==> config.mk <==
export PLATFORM = sky130hd
export DESIGN_NAME = fcmp_pipe_flat
export DESIGN_NICKNAME = d
export VERILOG_FILES = /design/src/rtl/fcmp_pipe_if.sv /design/src/rtl/fcmp_pipe.sv /design/src/flat_wrapper.sv
export SDC_FILE = /design/constraint.sdc
export NUM_CORES = 1
export LEC_CHECK = 0
export ABC_AREA = 1
export CORE_MARGIN = 1
export CORE_UTILIZATION = 52
export DETAILED_ROUTE_END_ITERATION = 16
export PLACE_DENSITY_LB_ADDON = 0.1
export REMOVE_ABC_BUFFERS = 1
export SYNTH_ARGS = -nofsm -noshare
export SYNTH_HDL_FRONTEND = slang
export SYNTH_SLANG_ARGS = --single-unit
export TNS_END_PERCENT = 20
==> constraint.sdc <==
create_clock -name clk -period 2.31 [get_ports clk]
set_clock_uncertainty 0.2 [all_clocks]
set_input_delay 0.462 -clock clk [delete_from_list [all_inputs] [get_ports clk]]
set_output_delay 0.462 -clock clk [all_outputs]
set_load 0.01 [all_outputs]
==> src/rtl/fcmp_pipe_if.sv <==
// Handshake and operand bundle for the fcmp_pipe compare lane.
// The master side issues operations and consumes results; the slave side is the unit.
interface fcmp_pipe_if #(
  parameter int EXP_W = 8,
  parameter int MAN_W = 23,
  parameter int TAG_W = 5
);
  localparam int W = 1 + EXP_W + MAN_W;

  logic             in_valid;
  logic             in_ready;
  logic [2:0]       op;
  logic [W-1:0]     x1;
  logic [W-1:0]     x2;
  logic [TAG_W-1:0] tag;
  logic             out_valid;
  logic             out_ready;
  logic [W-1:0]     y;
  logic [TAG_W-1:0] out_tag;

  modport master (
    output in_valid, op, x1, x2, tag, out_ready,
    input  in_ready, out_valid, y, out_tag
  );

  modport slave (
    input  in_valid, op, x1, x2, tag, out_ready,
    output in_ready, out_valid, y, out_tag
  );
endinterface

==> src/rtl/fcmp_pipe.sv <==
// Pipelined floating-point compare/select lane (FEQ/FLT/FLE/FMIN/FMAX) with tag pass-through.
// Define FCMP_NAN_EN to give NaN operands IEEE-style unordered/quiet handling.
module fcmp_pipe #(
  parameter int EXP_W  = 8,
  parameter int MAN_W  = 23,
  parameter int STAGES = 2,
  parameter int TAG_W  = 5
) (
  input logic       clk,
  input logic       rstn,
  fcmp_pipe_if.slave bus
);
  localparam int W = 1 + EXP_W + MAN_W;

  typedef enum logic [2:0] {
    OP_FEQ  = 3'd0,
    OP_FLT  = 3'd1,
    OP_FLE  = 3'd2,
    OP_FMIN = 3'd3,
    OP_FMAX = 3'd4
  } op_e;

  logic         s1, s2;
  logic [W-2:0] em1, em2;
  logic         both_zero, eq_bits, lt_raw, lt_cmp, eq_cmp;
  logic [W-1:0] res;

  assign s1  = bus.x1[W-1];
  assign s2  = bus.x2[W-1];
  assign em1 = bus.x1[W-2:0];
  assign em2 = bus.x2[W-2:0];

  assign both_zero = (em1 == '0) && (em2 == '0);
  assign eq_bits   = (bus.x1 == bus.x2);

  // lt_raw orders -0 below +0, which is what min/max want; the compare ops mask that out.
  always_comb begin
    lt_raw = 1'b0;
    case ({s1, s2})
      2'b10:   lt_raw = 1'b1;
      2'b01:   lt_raw = 1'b0;
      2'b00:   lt_raw = (em1 < em2);
      default: lt_raw = (em1 > em2);
    endcase
  end

  assign lt_cmp = lt_raw && !both_zero;
  assign eq_cmp = eq_bits || both_zero;

`ifdef FCMP_NAN_EN
  localparam logic [W-1:0] QNAN = (W'({EXP_W{1'b1}}) << MAN_W) | (W'(1) << (MAN_W - 1));

  logic nan1, nan2;
  assign nan1 = (&bus.x1[W-2:MAN_W]) && (|bus.x1[MAN_W-1:0]);
  assign nan2 = (&bus.x2[W-2:MAN_W]) && (|bus.x2[MAN_W-1:0]);
`endif

  always_comb begin
    res = '0;
    case (op_e'(bus.op))
      OP_FEQ:  res[0] = eq_cmp;
      OP_FLT:  res[0] = lt_cmp;
      OP_FLE:  res[0] = lt_cmp || eq_cmp;
      OP_FMIN: res = lt_raw ? bus.x1 : bus.x2;
      OP_FMAX: res = (!lt_raw && !eq_bits) ? bus.x1 : bus.x2;
      default: res = '0;
    endcase
`ifdef FCMP_NAN_EN
    if (nan1 || nan2) begin
      case (op_e'(bus.op))
        OP_FEQ, OP_FLT, OP_FLE: res = '0;
        OP_FMIN, OP_FMAX:       res = (nan1 && nan2) ? QNAN : (nan1 ? bus.x2 : bus.x1);
        default:                res = '0;
      endcase
    end
`endif
  end

  logic [STAGES-1:0] valid_q;
  logic [STAGES-1:0] free;
  logic [W-1:0]      y_q   [STAGES];
  logic [TAG_W-1:0]  tag_q [STAGES];

  // A slot can take new data unless it and every slot after it are full while the sink stalls.
  always_comb begin
    logic all_full;
    free     = '0;
    all_full = 1'b1;
    for (int k = STAGES - 1; k >= 0; k--) begin
      all_full = all_full && valid_q[k];
      free[k]  = !all_full || bus.out_ready;
    end
  end

  always_ff @(posedge clk or negedge rstn) begin
    if (!rstn) begin
      valid_q <= '0;
      for (int k = 0; k < STAGES; k++) begin
        y_q[k]   <= '0;
        tag_q[k] <= '0;
      end
    end else begin
      if (free[0]) begin
        valid_q[0] <= bus.in_valid;
        if (bus.in_valid) begin
          y_q[0]   <= res;
          tag_q[0] <= bus.tag;
        end
      end
      for (int k = 1; k < STAGES; k++) begin
        if (free[k]) begin
          valid_q[k] <= valid_q[k-1];
          if (valid_q[k-1]) begin
            y_q[k]   <= y_q[k-1];
            tag_q[k] <= tag_q[k-1];
          end
        end
      end
    end
  end

  assign bus.in_ready  = free[0];
  assign bus.out_valid = valid_q[STAGES-1];
  assign bus.y         = y_q[STAGES-1];
  assign bus.out_tag   = tag_q[STAGES-1];
endmodule

==> src/flat_wrapper.sv <==
// flat-port wrapper written by rule: the top's interface ports become plain ports
module fcmp_pipe_flat 
#(
  parameter int EXP_W  = 8,
  parameter int MAN_W  = 23,
  parameter int STAGES = 2,
  parameter int TAG_W  = 5
)
  (clk, rstn, bus_in_valid, bus_op, bus_x1, bus_x2, bus_tag, bus_out_ready, bus_in_ready, bus_out_valid, bus_y, bus_out_tag);
  fcmp_pipe_if #(.EXP_W(EXP_W), .MAN_W(MAN_W), .TAG_W(TAG_W)) bus_i ();
  input logic clk;
  input logic rstn;
  input wire logic [$bits(bus_i.in_valid)-1:0] bus_in_valid;
  input wire logic [$bits(bus_i.op)-1:0] bus_op;
  input wire logic [$bits(bus_i.x1)-1:0] bus_x1;
  input wire logic [$bits(bus_i.x2)-1:0] bus_x2;
  input wire logic [$bits(bus_i.tag)-1:0] bus_tag;
  input wire logic [$bits(bus_i.out_ready)-1:0] bus_out_ready;
  output wire logic [$bits(bus_i.in_ready)-1:0] bus_in_ready;
  output wire logic [$bits(bus_i.out_valid)-1:0] bus_out_valid;
  output wire logic [$bits(bus_i.y)-1:0] bus_y;
  output wire logic [$bits(bus_i.out_tag)-1:0] bus_out_tag;
  assign bus_i.in_valid = bus_in_valid;
  assign bus_i.op = bus_op;
  assign bus_i.x1 = bus_x1;
  assign bus_i.x2 = bus_x2;
  assign bus_i.tag = bus_tag;
  assign bus_i.out_ready = bus_out_ready;
  assign bus_in_ready = bus_i.in_ready;
  assign bus_out_valid = bus_i.out_valid;
  assign bus_y = bus_i.y;
  assign bus_out_tag = bus_i.out_tag;
  fcmp_pipe #(.EXP_W(EXP_W), .MAN_W(MAN_W), .STAGES(STAGES), .TAG_W(TAG_W)) u_core (.clk(clk), .rstn(rstn), .bus(bus_i));
endmodule
Word level (Yosys, flattened, before mapping)
Index checks and enable logic that the tools add are counted.

cells by class
  reductions and logical operators = 19
  order comparisons = 2
  muxes and demuxes = 5
  equal/unequal tests = 7

operators with widths
  kind                  number
  $mux W32              2
  $logic_not A31 Y1     2
  $pmux W31 S2          1
  $eq A32 B32 Y1        1
  $gt A31 B31 Y1        1
  $lt A31 B31 Y1        1
  $eq A3 B2 Y1 const B  2
  $logic_not A1 Y1      5
  $pmux W1 S5           1
  $logic_and A1 B1 Y1   4
  $logic_or A1 B1 Y1    4
  $reduce_and A2 Y1     2
  $eq A3 B1 Y1 const B  1
  $eq A3 B3 Y1 const B  1
  $logic_not A3 Y1      1
  $pmux W1 S3           1
  $eq A2 B1 Y1 const B  1
  $eq A2 B2 Y1 const B  1
  $logic_not A2 Y1      1

storage, ports and cells
  bits in registers = 76
  word-level logic and storage cells = 39

Logic depth before layout (Yosys ltp)
  depth after elaboration = 6
  mapped depth = 20
  depth with buffers taken out = 20

Least setup slack after synthesis
OpenSTA, ideal clock, no wires.

  kind = input to register
  start point = input bus_x2[30]
  end point = register u_core.y_q[57] (netlist name)
  setup slack = -87 ps
  library setup time = 117 ps
  path buffers = 1
  cell stages on the path = 14
  arrival time = 2080 ps
  cells stage by stage = inv_1 > ha_1 > a21o_1 > nor2_1 > nand2_1 > a21oi_1 > nand2_1 > nand2_2 > nand4_4 > buf_2 > nor2_1 > o21ai_1 > nand2_1 > nand2_1

on the way
  cells in the longest elaborated chain, start to end = 6
  elaborated cells on any way between the ends = 10

RTL lines
  element                                           RTL line                          RTL
  from (decl)                                       flat_wrapper.sv:16                input wire logic [$bits(bus_i.x2)-1:0] bus_x2;
  $gt A31 B31 Y1 or $lt A31 B31 Y1 (tied branches)  fcmp_pipe.sv:43, fcmp_pipe.sv:42
  $pmux W1 S3                                       fcmp_pipe.sv:39                   case ({s1, s2})
  $logic_not A1 Y1                                  fcmp_pipe.sv:65                   OP_FMAX: res = (!lt_raw && !eq_bits) ? bus.x1 : bus.x2;
  $logic_and A1 B1 Y1                               fcmp_pipe.sv:65
  $mux W32                                          fcmp_pipe.sv:65
  $pmux W31 S2 *                                    fcmp_pipe.sv:60                   case (op_e'(bus.op))
  to (signal, indexed assignment)                   fcmp_pipe.sv:114                  y_q[k] <= y_q[k-1];
  to (decl)                                         fcmp_pipe.sv:81                   logic [W-1:0] y_q [STAGES];

Mark *: on every way between the ends. The rest lies on a longest branch, timed or not.
A chain may end at the register's enable or synchronous reset.

Worst setup path in the final report
  start point = input bus_x2[22]
  end point = register u_core.y_q[62] (netlist name)

The elaborated chain is that of the path after synthesis.

==> flow_metrics.py <==
metrics = {
    "sta": {
        "setup_ws_ps": -376,
        "min_period_ps": 2690,
        "rsz0062_at_grt": "yes",
        "worst_pin_slew_ps": 455,
        "hold_violations": 0,
        "slew_headroom_pct": 69.7,
        "hold_slack_ps": 240,
        "clock.fmax_mhz": 372,
        "fin_crit_sh_pct": 116,
        "maxSlewViolCount": 0,
        "setup_viol": 32,
    },
    "cts": {
        "numCtsBuffers": 9,
        "cts_buffer_depth": 2,
        "htreeDepth": 3,
        "clkTransAtPathRegs_ps": 90,
        "cts.sinks": 76,
        "clkLatencyLatePin_ps": 390,
        "root_buffer": "clkbuf_8",
        "cts_tree": "done",
    },
    "global_routing": {
        "gr-total-overflow": 0,
        "grt_pass1_vias": 5857,
        "grt_use_total_pct": 32.5,
        "grt_max_degree": 50,
        "grt_pass1_wl_mm": 27.9,
        "antenna_found_initial": 0,
    },
    "floorplan": {
        "core_um2": 10300,
        "die_x_um": 105,
        "io_pins": 115,
        "die_y_um": 105,
        "start_util_pct": 53.2,
        "fp-row-count": 37,
        "fp.dieArea_um2": 10900,
    },
    "finish": {
        "drive_gt1_share_pct": 38.2,
        "postLayoutCellArea_um2": 8140,
        "area_growth_pct": 48.9,
        "diodes": 0,
        "instances_no_fill": 1065,
        "nets": 1034,
    },
    "synthesis": {
        "yosysSeqAreaShare_pct": 34.8,
        "yosysMostFrequentCell": "nand2_1",
        "avgSynthCellArea_um2": 7.32,
        "synth.largest_area_cell": "dfrtp_1",
        "synthCells": 746,
        "yosys-top-cells-count": "nand2_1, inv_1, dfrtp_1, nor2_1, buf_4",
        "async_flop_share_pct": 100,
        "yosysWarningCount": 0,
        "syn-cell-area_um2": 5460,
        "yosys-top-cells-area": "dfrtp_1, nand2_1, ha_1",
        "ys_seq_elements": 76,
        "synth_top_area_share_pct": 34.8,
        "synth.distinct_cells": 29,
        "synth_edf_count": 0,
        "ys.flop_type": "dfrtp_1",
    },
    "power": {
        "powerDensity_nw_per_um2": 535,
        "p_leak_nw": 4.06,
        "ir_drop_mv": 0.372,
        "power.total_mw": 4.35,
    },
    "placed_design": {
        "port-buffer-count": 114,
        "place_area_um2": 7110,
        "hpwlAfterDp_mm": 10.6,
        "dp_cells": 1017,
        "globalplace.congestion": 0.919,
    },
    "outcome": {
        "status": "complete, but fails checks",
        "violations": "negative setup slack",
    },
    "worst_hold_path": {
        "hold_depth": 5,
        "hp-start": "bus_x2[8]",
        "hold_path.class": "in2reg",
    },
    "routing": {
        "antenna_left": 0,
        "met3_length_mm": 1.27,
        "detail_route.iter0.violations": 502,
        "met1_length_mm": 7.29,
        "route.met2.wl_mm": 8.71,
        "drtPass1Iterations": 8,
        "viasPerCell": 5.50,
        "routed_wl_mm": 18.3,
        "routed.top_layer": "met4",
        "via_count": 5861,
        "drc": 0,
        "wl_per_cell_um": 17.2,
    },
    "worst_setup_path": {
        "crit_type": "in2reg",
        "worstReg2RegStart": "u_core.valid_q[1]",
        "cp.required_ps": 2380,
        "critPathCaptureType": "flip-flop",
        "max_stage_delay_ps": 270,
        "reg2reg_depth": 7,
        "slowest_stage": "ha_4",
        "path_cells": "buf_2 > inv_2 > ha_4 > nand2_4 > nor2_4 > nand4_1 > nor2_2 > a21boi_2 > nand2_4 > nand3_4 > buf_6 > buf_16 > o211ai_1 > o21ai_1 > nand2_1 > nand2_1",
        "arrival_ps": 2760,
        "startpoint_type": "input pin",
        "crit_fanout": 6,
        "startpoint": "bus_x2[22]",
    },
    "run": {
        "drv_cap": 0,
    },
}
cell type report:
class	count	area, um^2
Inverter	95	382
Sequential cell	76	1900
Clock buffer	10	128
Timing Repair Buffer	233	2050
Multi-Input combinational cell	509	3410
Fill cell	662	2140
Clock inverter	6	88.8
Tap cell	136	170
final timing paths:
path | endpoint | slack, ps
worst min register to register | u_core.tag_q[7] | 280
max in group asynchronous | u_core.bus.y[13] | 970
worst max register to register | u_core.y_q[62] | 610
min in group asynchronous | u_core.bus.y[12] | 330
worst max-delay path | u_core.y_q[62] | -380
worst min-delay path | u_core.y_q[40] | 240
worst max-delay path, delay by kind of cell:
family,cells,cell delay [ps]
adder cells (fa/ha/maj),1,270
buffers and inverters,4,460
AO/OA/AOI/OAI,3,510
AND/OR/NAND/NOR,8,1060
state kept, by name, summed over array words and instances, names as in the netlist:
signal,flops
u_core.bus.out_tag,5
u_core.bus.y,32
u_core.tag_q,5
u_core.valid_q,2
u_core.y_q,32
per-layer routing:
metal  track usage [%]  vias up
met5                 0        -
met4              18.1        0
met3              6.89      104
met2              53.4      346
met1              39.7     2722
li1                  -     2689
cells in the final DEF (no fill, tap or decap), types with 26 or more instances in the layout:
master,instances
inv_1,59
mux2_2,36
nand2_1,239
nor2_1,46
buf_4,105
ha_4,31
dfrtp_1,76
o211ai_1,31
inv_2,26
buf_2,41
o21ai_1,30
clkdlybuf4s50_1,50
through the flow:
stage	utilization, %	TNS (ps)	setup slack (ps)
2_1_floorplan	-	-43030	-1340
3_3_place_gp	69.2	-24940	-815
3_5_place_dp	69.2	-26420	-876
4_1_cts	76.7	0	0.444
5_1_grt	79.2	-8720	-426
6_report	79.2	-6440	-376
repair_timing:
item | 4_1_cts | 5_1_grt
gates resized for setup | 368 | 53
buffers inserted | 15 | 11
endpoints found under the hold margin | 27 | 0
gates cloned | 5 | 0
hold buffers | 1 | 0
pin swaps | 62 | 44
setup endpoints to repair | 33 | 32
cell families (layout without fill, tap and decap cells):
family | after synthesis | in the layout | synth area share (%)
muxes | 36 | 36 | 7.42
DFF | 76 | 76 | 34.8
buffers and inverters | 161 | 344 | 14.4
AOI/OAI and AO/OA | 80 | 80 | 8.88
and+or+nand+nor | 359 | 359 | 26.7
adders and majority gates | 34 | 34 | 7.79
where the power goes:
part / total (mW) / internal, mW / switching (mW)
clock network: 1.15 / 0.608 / 0.544
logic: 1.61 / 0.830 / 0.776
registers: 1.60 / 1.51 / 0.0888
Power figures use the tool's default switching activity.
==> RTL change, RTL diff (config.mk and constraints unchanged) <==
`EXP_W` is set to 8 in 3 places; all go to 6.
--- a/src/rtl/fcmp_pipe_if.sv
+++ b/src/rtl/fcmp_pipe_if.sv
@@ -3,3 +3,3 @@
 interface fcmp_pipe_if #(
-  parameter int EXP_W = 8,
+  parameter int EXP_W = 6,
   parameter int MAN_W = 23,
--- a/src/rtl/fcmp_pipe.sv
+++ b/src/rtl/fcmp_pipe.sv
@@ -3,3 +3,3 @@
 module fcmp_pipe #(
-  parameter int EXP_W  = 8,
+  parameter int EXP_W  = 6,
   parameter int MAN_W  = 23,
--- a/src/flat_wrapper.sv
+++ b/src/flat_wrapper.sv
@@ -3,3 +3,3 @@
 #(
-  parameter int EXP_W  = 8,
+  parameter int EXP_W  = 6,
   parameter int MAN_W  = 23,
Ports: changed (resized bus_x1, bus_x2 and bus_y); port bits go from 115 to 109. The function was not compared with the original's and may differ.
==> RTL change against the original RTL <==
Wire length rose by 16%. The run still ends with setup timing left. Combinational power is 16% higher. Sequential cell count down 4. Area after synthesis decreased by 3.3%. Total power grew 3.7%. Cell area increased by 2.8%. Setup slack improved by 0.038 ns. Via count rose by 5.0%.
==> RTL change: results (changes against the original RTL) <==
| Metric | Value |
|---|---|
| Sw Ratio | 33.98% (was 32.35%) |
| Power Total | 0.004514 W (was 0.004354 W) |
| Met3 wire len | 1831 µm (was 1267 µm) |
| Wl on met1 | 7565 µm (was 7290 µm) |
| Register area share after synthesis | 34.11% (was 34.81%) |
| Largest net degree at the start of global routing | 44 (was 50) |
| Reg power frac | 34.6% (was 36.7%) |
| Post-Route WL | 21370 µm (was 18350 µm) |
| Drt pass-1 iters | 9 (was 8) |
| Final setup violation count | 30 (was 32) |
| Synth area leaders | dfrtp_1, nand2_1, ha_1 (unchanged) |
| Data arrival time of the critical path | 2.71 ns (was 2.76 ns) |
| Synth cell count leaders | nand2_1, inv_1, nor2_1 (was nand2_1, inv_1, dfrtp_1) |
| Iteration-0 DRC Markers | 386 (was 502) |
| Vias per inst | 5.806 (was 5.503) |
| Fin nets | 1026 (was 1034) |
| DR WL met2 | 10400 µm (was 8707 µm) |
| Post-DP HPWL | 11370 µm (was 10630 µm) |
| Crit-path max FO | 7 (was 6) |
| Comb pwr share | 41.3% (was 36.9%) |
| Met2 usage | 61.95% (was 53.36%) |
| Failing checks | setup timing (unchanged) |
| Setup WS post-layout | -0.3377 ns (was -0.3757 ns) |
| M1 GR Usage | 41.83% (was 39.72%) |
| Placer Congestion | 0.9526 (was 0.9191) |
| Clock Latency Late Sink | 0.37 ns (was 0.39 ns) |
| Max VDD drop | 0.3477 mV (was 0.3719 mV) |
| Ratio of cells with drive above 1 in the final layout | 46.93% (was 38.21%) |
| Worst path max stage delay | 0.29 ns (was 0.27 ns) |
| Met3 usage | 6.102% (was 6.892%) |
| Hold/Removal Path Class | reg2reg (was in2reg) |
| Port Buffer Count | 108 (was 114) |
| Post-CTS setup buffers | 32 (was 15) |
| Fillers | 533 (was 662) |
| Leak | 4.120 nW (was 4.064 nW) |
| First-pass GRT wire length | 28200 µm (was 27910 µm) |
| Status | complete, but fails checks (unchanged) |
| Vias in the first global route | 5786 (was 5857) |
| Relative slew slack | 62.83% (was 69.68%) |
[RTL change: cell types whose count changed after synthesis, sizes merged, moves of 2 or more]
cell and delta:
buf -7, nand2 -57, nand4 -12, or2 +2
nor2 +23, nor4 +9, o211ai -3, mux2 -4
ha -2, clkbuf +5, dfrtp -4, nand3 +11
nor3 +2
[RTL change: kinds of logic (layout without fill, tap and decap cells)]
family | Yosys count | in the layout | share of synthesized area (%)
buffers and inverters | 158 | 375 | 14.68
muxes | 32 | 32 | 6.821
adders and majority gates | 32 | 32 | 7.579
AOI/OAI and AO/OA | 78 | 78 | 10.73
and+or+nand+nor | 338 | 338 | 26.08
DFF | 72 | 72 | 34.11
[RTL change: stage by stage]
step                TNS (ns)  cell area [µm²]  std cells  util (%)  setup slack, ns
finish                -6.666             8362       1060     85.16          -0.3377
detailed placement    -27.75             6968        989     70.96           -1.016
global placement      -26.18             6968        989     70.96          -0.9651
floorplan             -31.39             4860        646         -           -1.074
global route          -8.876             8362       1060     85.16          -0.4019
CTS                   -3.062             8107       1046     82.56          -0.1401
[RTL change: worst paths after layout]
path | startpoint | end | slack, ns | cells after the start
min in group asynchronous | rstn | u_core.tag_q[8] | 0.42 | 2
worst min-delay path | u_core.y_q[55] | u_core.y_q[55] | 0.28 | 2
worst max-delay path | bus_x1[2] | u_core.y_q[46] | -0.34 | 19
max in group asynchronous | rstn | u_core.bus.y[22] | 0.92 | 3
worst min register to register | u_core.y_q[55] | u_core.y_q[55] | 0.28 | 2
worst max register to register | u_core.valid_q[1] | u_core.y_q[39] | 0.60 | 8
[RTL change: area by class of cell]
cell class	instances	area share, %
clock buffers	12	1.855
well taps	133	1.990
multi-input cells	480	40.58
flip-flops and latches	72	21.55
inverters	94	4.594
repair buffers	264	28.71
clock inverters	4	0.6285
repair inverters	1	0.08978
